### src/rtl/axis_burst_gate_pkg.sv
// Shared types and defaults for the burst gate and its TX skid stage.
package axis_burst_gate_pkg;

  localparam int DEFAULT_DATA_WIDTH  = 256;
  localparam int DEFAULT_COUNT_WIDTH = 32;

  // Burst sequencer states.
  typedef enum logic [1:0] {
    ST_IDLE  = 2'd0,
    ST_RUN   = 2'd1,
    ST_FLUSH = 2'd2
  } state_t;

endpackage

### src/rtl/axis_burst_gate_if.sv
// AXI-Stream channel bundle: master drives data/valid, slave drives ready.
interface axis_burst_gate_if
  import axis_burst_gate_pkg::*;
#(
  parameter int DATA_WIDTH = DEFAULT_DATA_WIDTH
);

  logic [DATA_WIDTH-1:0] tdata;
  logic                  tvalid;
  logic                  tready;

  modport master (output tdata, output tvalid, input tready);
  modport slave  (input tdata, input tvalid, output tready);

endinterface

### src/rtl/axis_skid_buffer.sv
// Two-entry skid buffer: registered output valid and registered input ready,
// so neither side sees a combinational path through this stage.
module axis_skid_buffer
  import axis_burst_gate_pkg::*;
#(
  parameter int DATA_WIDTH = DEFAULT_DATA_WIDTH
) (
  input  logic                  clk,
  input  logic                  resetn,
  input  logic [DATA_WIDTH-1:0] in_data,
  input  logic                  in_valid,
  output logic                  in_ready,
  output logic [DATA_WIDTH-1:0] out_data,
  output logic                  out_valid,
  input  logic                  out_ready,
  output logic                  empty
);

  logic                  skid_valid;
  logic [DATA_WIDTH-1:0] skid_data;
  logic                  in_fire;
  logic                  load_out;

  // Ready only depends on the skid register, so it is a flop output.
  assign in_ready = !skid_valid;
  assign in_fire  = in_valid && !skid_valid;
  // Output register may take a new beat when empty or being consumed.
  assign load_out = out_ready || !out_valid;
  assign empty    = !out_valid && !skid_valid;

  // Occupancy of output and skid registers.
  // NOTE: sequential state is assigned with <= so every flop samples pre-edge values.
  always_ff @(posedge clk or negedge resetn) begin
    if (!resetn) begin
      out_valid  <= 1'b0;
      skid_valid <= 1'b0;
    end else if (load_out) begin
      if (skid_valid) begin
        out_valid  <= 1'b1;
        skid_valid <= 1'b0;
      end else begin
        out_valid  <= in_fire;
      end
    end else if (in_fire) begin
      skid_valid <= 1'b1;
    end
  end

  // Payload path: output register refills from skid first, else from input.
  // NOTE: payload registers have no reset; the valid flags alone qualify them.
  always_ff @(posedge clk) begin
    if (load_out) begin
      out_data <= skid_valid ? skid_data : in_data;
    end
    if (!load_out && in_fire) begin
      skid_data <= in_data;
    end
  end

endmodule

### src/rtl/axis_burst_gate.sv
// Passes exactly BEAT_COUNT beats from RX to TX per START, then closes on a
// beat boundary once the registered TX stage has fully drained.
module axis_burst_gate
  import axis_burst_gate_pkg::*;
#(
  parameter int DATA_WIDTH  = DEFAULT_DATA_WIDTH,
  parameter int COUNT_WIDTH = DEFAULT_COUNT_WIDTH
) (
  input  logic                   clk,
  input  logic                   resetn,
  input  logic                   START,
  input  logic                   ABORT,
  input  logic [COUNT_WIDTH-1:0] BEAT_COUNT,
  output logic                   BUSY,
  output logic                   DONE,
  output logic [COUNT_WIDTH-1:0] BEATS_SENT,
  axis_burst_gate_if.slave       AXIS_RX,
  axis_burst_gate_if.master      AXIS_TX
);

  state_t                 state;
  state_t                 state_next;
  logic [COUNT_WIDTH-1:0] remaining;
  logic                   skid_ready;
  logic                   buf_empty;
  logic                   rx_fire;
  logic                   tx_fire;
  logic                   start_ok;

  assign start_ok       = (state == ST_IDLE) && START;
  assign AXIS_RX.tready = (state == ST_RUN) && !ABORT && (remaining != '0) && skid_ready;
  assign rx_fire        = AXIS_RX.tvalid && AXIS_RX.tready;
  assign tx_fire        = AXIS_TX.tvalid && AXIS_TX.tready;
  assign BUSY           = (state != ST_IDLE);

  axis_skid_buffer #(
    .DATA_WIDTH (DATA_WIDTH)
  ) u_tx_stage (
    .clk       (clk),
    .resetn    (resetn),
    .in_data   (AXIS_RX.tdata),
    .in_valid  (rx_fire),
    .in_ready  (skid_ready),
    .out_data  (AXIS_TX.tdata),
    .out_valid (AXIS_TX.tvalid),
    .out_ready (AXIS_TX.tready),
    .empty     (buf_empty)
  );

  // Next-state decode for the burst sequencer.
  // NOTE: state_next gets a default first so no path can infer a latch.
  always_comb begin
    state_next = state;
    case (state)
      ST_IDLE: begin
        if (START) begin
          state_next = (BEAT_COUNT != '0) ? ST_RUN : ST_FLUSH;
        end
      end
      ST_RUN: begin
        if (ABORT || (rx_fire && (remaining == COUNT_WIDTH'(1)))) begin
          state_next = ST_FLUSH;
        end
      end
      ST_FLUSH: begin
        if (buf_empty) begin
          state_next = ST_IDLE;
        end
      end
      default: state_next = ST_IDLE;
    endcase
  end

  // State register.
  always_ff @(posedge clk or negedge resetn) begin
    if (!resetn) begin
      state <= ST_IDLE;
    end else begin
      state <= state_next;
    end
  end

  // Beat counters and the completion pulse (raised as FLUSH returns to IDLE).
  always_ff @(posedge clk or negedge resetn) begin
    if (!resetn) begin
      remaining  <= '0;
      BEATS_SENT <= '0;
      DONE       <= 1'b0;
    end else begin
      DONE <= (state == ST_FLUSH) && buf_empty;
      if (start_ok) begin
        remaining  <= BEAT_COUNT;
        BEATS_SENT <= '0;
      end else begin
        if (rx_fire) begin
          remaining <= remaining - COUNT_WIDTH'(1);
        end
        if (tx_fire) begin
          BEATS_SENT <= BEATS_SENT + COUNT_WIDTH'(1);
        end
      end
    end
  end

endmodule

### src/flat_wrapper.sv
// flat-port wrapper written by rule: the top's interface ports become plain ports
module axis_burst_gate_flat import axis_burst_gate_pkg::*;
#(
  parameter int DATA_WIDTH  = DEFAULT_DATA_WIDTH,
  parameter int COUNT_WIDTH = DEFAULT_COUNT_WIDTH
)
  (clk, resetn, START, ABORT, BEAT_COUNT, BUSY, DONE, BEATS_SENT, AXIS_RX_tdata, AXIS_RX_tvalid, AXIS_RX_tready, AXIS_TX_tdata, AXIS_TX_tvalid, AXIS_TX_tready);
  axis_burst_gate_if #(.DATA_WIDTH(DATA_WIDTH)) AXIS_RX_i ();
  axis_burst_gate_if #(.DATA_WIDTH(DATA_WIDTH)) AXIS_TX_i ();
  input  logic clk;
  input  logic resetn;
  input  logic START;
  input  logic ABORT;
  input  logic [COUNT_WIDTH-1:0] BEAT_COUNT;
  output logic BUSY;
  output logic DONE;
  output logic [COUNT_WIDTH-1:0] BEATS_SENT;
  input wire logic [$bits(AXIS_RX_i.tdata)-1:0] AXIS_RX_tdata;
  input wire logic [$bits(AXIS_RX_i.tvalid)-1:0] AXIS_RX_tvalid;
  output wire logic [$bits(AXIS_RX_i.tready)-1:0] AXIS_RX_tready;
  output wire logic [$bits(AXIS_TX_i.tdata)-1:0] AXIS_TX_tdata;
  output wire logic [$bits(AXIS_TX_i.tvalid)-1:0] AXIS_TX_tvalid;
  input wire logic [$bits(AXIS_TX_i.tready)-1:0] AXIS_TX_tready;
  assign AXIS_RX_i.tdata = AXIS_RX_tdata;
  assign AXIS_RX_i.tvalid = AXIS_RX_tvalid;
  assign AXIS_RX_tready = AXIS_RX_i.tready;
  assign AXIS_TX_tdata = AXIS_TX_i.tdata;
  assign AXIS_TX_tvalid = AXIS_TX_i.tvalid;
  assign AXIS_TX_i.tready = AXIS_TX_tready;
  axis_burst_gate #(.DATA_WIDTH(DATA_WIDTH), .COUNT_WIDTH(COUNT_WIDTH)) u_core (.clk(clk), .resetn(resetn), .START(START), .ABORT(ABORT), .BEAT_COUNT(BEAT_COUNT), .BUSY(BUSY), .DONE(DONE), .BEATS_SENT(BEATS_SENT), .AXIS_RX(AXIS_RX_i), .AXIS_TX(AXIS_TX_i));
endmodule
### config.mk
export PLATFORM = sky130hd
export DESIGN_NAME = axis_burst_gate_flat
export DESIGN_NICKNAME = d
export VERILOG_FILES = /design/src/rtl/axis_burst_gate_pkg.sv /design/src/rtl/axis_burst_gate_if.sv /design/src/rtl/axis_skid_buffer.sv /design/src/rtl/axis_burst_gate.sv /design/src/flat_wrapper.sv
export SDC_FILE = /design/constraint.sdc
export NUM_CORES = 1
export LEC_CHECK = 0
export ABC_AREA = 1
export CORE_UTILIZATION = 32
export CTS_BUF_LIST = sky130_fd_sc_hd__clkbuf_4 sky130_fd_sc_hd__clkbuf_8 sky130_fd_sc_hd__clkbuf_16
export DETAILED_ROUTE_END_ITERATION = 12
export PLACE_DENSITY = 0.62
export SYNTH_ARGS = -nofsm -noshare
export SYNTH_HDL_FRONTEND = slang
export SYNTH_HIERARCHICAL = 1
export SYNTH_SLANG_ARGS = --single-unit
### constraint.sdc
create_clock -name clk -period 56.1 [get_ports clk]
set_input_delay 5.61 -clock clk [delete_from_list [all_inputs] [get_ports clk]]
set_output_delay 5.61 -clock clk [all_outputs]
set_load 0.01 [all_outputs]
==> qor.txt <==
===========================================================================================
Final Hold Vio Count                                                                      0
Hold Path Class                                                                  reg -> reg
Final TNS setup                                                                        0 ns
Post-route clock period utilization                                                   0.226
Final WS setup                                                                     43.40 ns
Max stage delay on crit path                                                        0.59 ns
Number of cells upsized or downsized after cts                                            0
Core Util, Final                                                                      0.450
Mapped Avg Cell Area                                                             11.5 sq um
Number of nets in the synthesized netlist                                              2323
Drt via density                                                                        4.57
HPWL after DPL                                                                     44500 um
Global placer's final weighted congestion                                             0.885
Starting density of the core                                                          0.324
Worst Setup Slack post-DPL                                                         43.40 ns
Worst setup path category                                                         in -> out
Final Slew Violations                                                                     0
Worst-margin pin slew                                                               1.07 ns
Total die area                                                                  73800 sq um
Top cells by area in the synthesized netlist                                   edfxtp_1 66%, nand2_1 16%, dfrtp_1 7.4%
Period minus WS final                                                              12.70 ns
Skew final                                                                        0.0252 ns
Via count of the first global-routing pass                                            16300
Most common library cell in the layout ignoring fill and taps                       nand2_1
NumNets Final                                                                          2923
Wire length of the first global-routing pass                                       97600 um
Register area share after synthesis                                                   0.735
Worst slew margin                                                                     0.284
Via count                                                                             16600
Clock transition at the registers of the reported paths                             0.06 ns
Maximum root-to-sink buffer count                                                         3
Distinct cells, synth                                                                    39
Count of yosys warnings during synthesis                                                  6
Setup Buffers After CTS                                                                   0
GR Overflow Total                                                                         0
Clock tree from TritonCTS                                                              done
Leakage power figure                                                                12.7 nW
Standard cell with the maximum stage delay on the critical path                clkdlybuf4s50_1
Maximum number of pins on one net before global-route repair                             95
Post-synthesis cell count                                                              2025
WP data arrival                                                                     7.09 ns
Number of buffers inserted by hold repair at cts                                          0
Number of H-tree branching levels                                                         3
Post-route DRC                                                                            0
Clock root buffer                                                                 clkbuf_16
Detail Route Antenna Nets                                                                 0
Setup repair after global routing missed its margin                                      no
Sequence of cells on the critical path                                         clkdlybuf4s50_1 > nor2_1 > nand2_1 > nor2_2 > clkdlybuf4s50_1
Power per cell area                                                            37.9 nW/um^2
Die width                                                                            272 um
Latest clock arrival within the worst-skew pair                                     0.61 ns
Area share of the largest cell type after synthesis                                   0.661
Cell Rows                                                                                98
Placeable core area                                                             71700 sq um
Outcome                                                                        complete, no violations
Num ports                                                                               586
Number of buffers created by CTS                                                         68
Worst voltage drop across the vdd grid                                            0.0228 mV
Number of iterations in the first detailed-routing pass                                   6
Cell taking the most area after synthesis                                          edfxtp_1
Fraction of layout cells with a size suffix above 1                                  0.0545
Synthesized flop and latch total                                                        581
Antenna violations before repair                                                         23
Dominant cell type by count on the critical path                               clkdlybuf4s50_1
Area of the mapped netlist                                                      23300 sq um
Maximum operating frequency                                                      0.0788 GHz
Nature of the critical path startpoint                                            input pin
Worst-path maximum fanout                                                                 3
Number of design-rule violations left by the first detailed-router iteration           1181
Placed cell areas                                                               29900 sq um
Routed wire per std cell                                                            18.0 um
Clock net sink count                                                                    581
Area of all placed cells without fillers                                        32300 sq um
Setup violators final                                                                     0
Number of port buffers                                                                  585
Worst path required time                                                           50.49 ns
Most frequent cells in the layout                                              986 x nand2_1, 584 x clkdlybuf4s50_1, 512 x edfxtp_1
Kind of end point of the critical path                                           output pin
Max_cap viols                                                                             0
All-Layer GR Usage                                                                    0.172
Total wire length                                                                  65400 um
Die span in y                                                                        272 um
Area overhead of the layout relative to synthesis                                     38.6%
===========================================================================================
[critical path: cells and delay by family]
family                 cells  cell delay (ns)
and+or+nand+nor            3             0.46
buffers and inverters      2             1.01
[sequential cells by signal, indices dropped and copies added, names as in the netlist]
register and flops:
u_core/u_tx_stage/out_data 256, u_core/u_tx_stage/skid_data 256, u_core/BEATS_SENT 32, u_core/remaining 32
u_core/state 2, u_core/DONE 1, u_core/u_tx_stage/out_valid 1, u_core/u_tx_stage/skid_valid 1
[power by group]
part	total (mW)	switching, mW	internal (mW)
registers	0.555	0.0279	0.527
logic	0.216	0.116	0.100
clock network	0.452	0.182	0.270
[path summary, 6_finish.rpt]
path                                                       start                              end  slack [ns]  depth (start not counted)
max in group asynchronous                                 resetn     u_core/u_tx_stage/skid_valid       50.14                          2
worst max-delay path                                       ABORT                   AXIS_RX_tready       43.40                          5
worst max register to register      u_core/u_tx_stage/skid_valid  u_core/u_tx_stage/skid_data[47]       51.30                          9
min in group asynchronous                                 resetn             u_core/remaining[28]        5.24                          2
worst min-delay path            u_core/u_tx_stage/skid_data[131]  u_core/u_tx_stage/out_data[131]        0.50                          2
worst min register to register  u_core/u_tx_stage/skid_data[131]  u_core/u_tx_stage/out_data[131]        0.50                          2
[through the flow]
stage	instances	hold WS, ns	power [mW]
2_1_floorplan	2025	0.454	0.670
3_3_place_gp	3505	0.493	0.778
3_5_place_dp	3505	0.497	0.781
4_1_cts	3628	0.503	1.24
5_1_grt	3633	0.532	1.28
6_report	3637	0.496	1.22
[layer usage]
metal | track usage | wire length, um | share of wire
met5 | 0 | 188 | 0.0029
met4 | 0.0577 | 1550 | 0.024
met3 | 0.0635 | 6310 | 0.096
met2 | 0.286 | 31500 | 0.48
met1 | 0.206 | 25900 | 0.40
[cell families (layout without fill, tap and decap cells)]
| group | Yosys count | in the layout | synth area share |
|---|---|---|---|
| and+or+nand+nor | 1237 | 1237 | 0.209 |
| AOI/OAI and AO/OA | 41 | 41 | 0.0100 |
| adders and majority gates | 4 | 4 | 0.00215 |
| other | 0 | 9 | 0 |
| xor gates and xnor gates | 28 | 28 | 0.0105 |
| buffers and inverters | 134 | 787 | 0.0331 |
| DFF | 581 | 581 | 0.735 |
[area by class of cell]
class	instances	area, sq um
inverter	64	250
fill	6521	39500
clock inverter	43	483
clock buffer	80	1840
timing repair buffer	600	5960
multi-input combinational	1310	5420
sequential	581	17100
tap	950	1190
antenna	9	22.5
[synth_stat cells]
cell and n:
a21o_1 1, nand4_1 22, xor2_1 12, nand2_1 987, and2_1 1, nor2_4 2
nor3b_1 1, nand3b_1 1, ha_1 4, a211oi_1 1, inv_2 2, buf_6 26
nor3_2 1, nand3_1 72, or2_2 2, inv_4 2, nor2_2 6, buf_4 8
o21ai_0 19, nor2_1 123, nand2_2 2, xnor2_1 16, o211ai_1 1, o21a_1 2
nor3_1 15, buf_2 30, o21ai_1 1, o31ai_1 1, inv_1 60, o221ai_1 1
a21oi_1 11, and3_1 1, a41oi_1 1, clkbuf_1 5, dfrtp_1 69, o21bai_1 2
buf_1 1, nand2_4 1, edfxtp_1 512
Power figures use the tool's default switching activity.
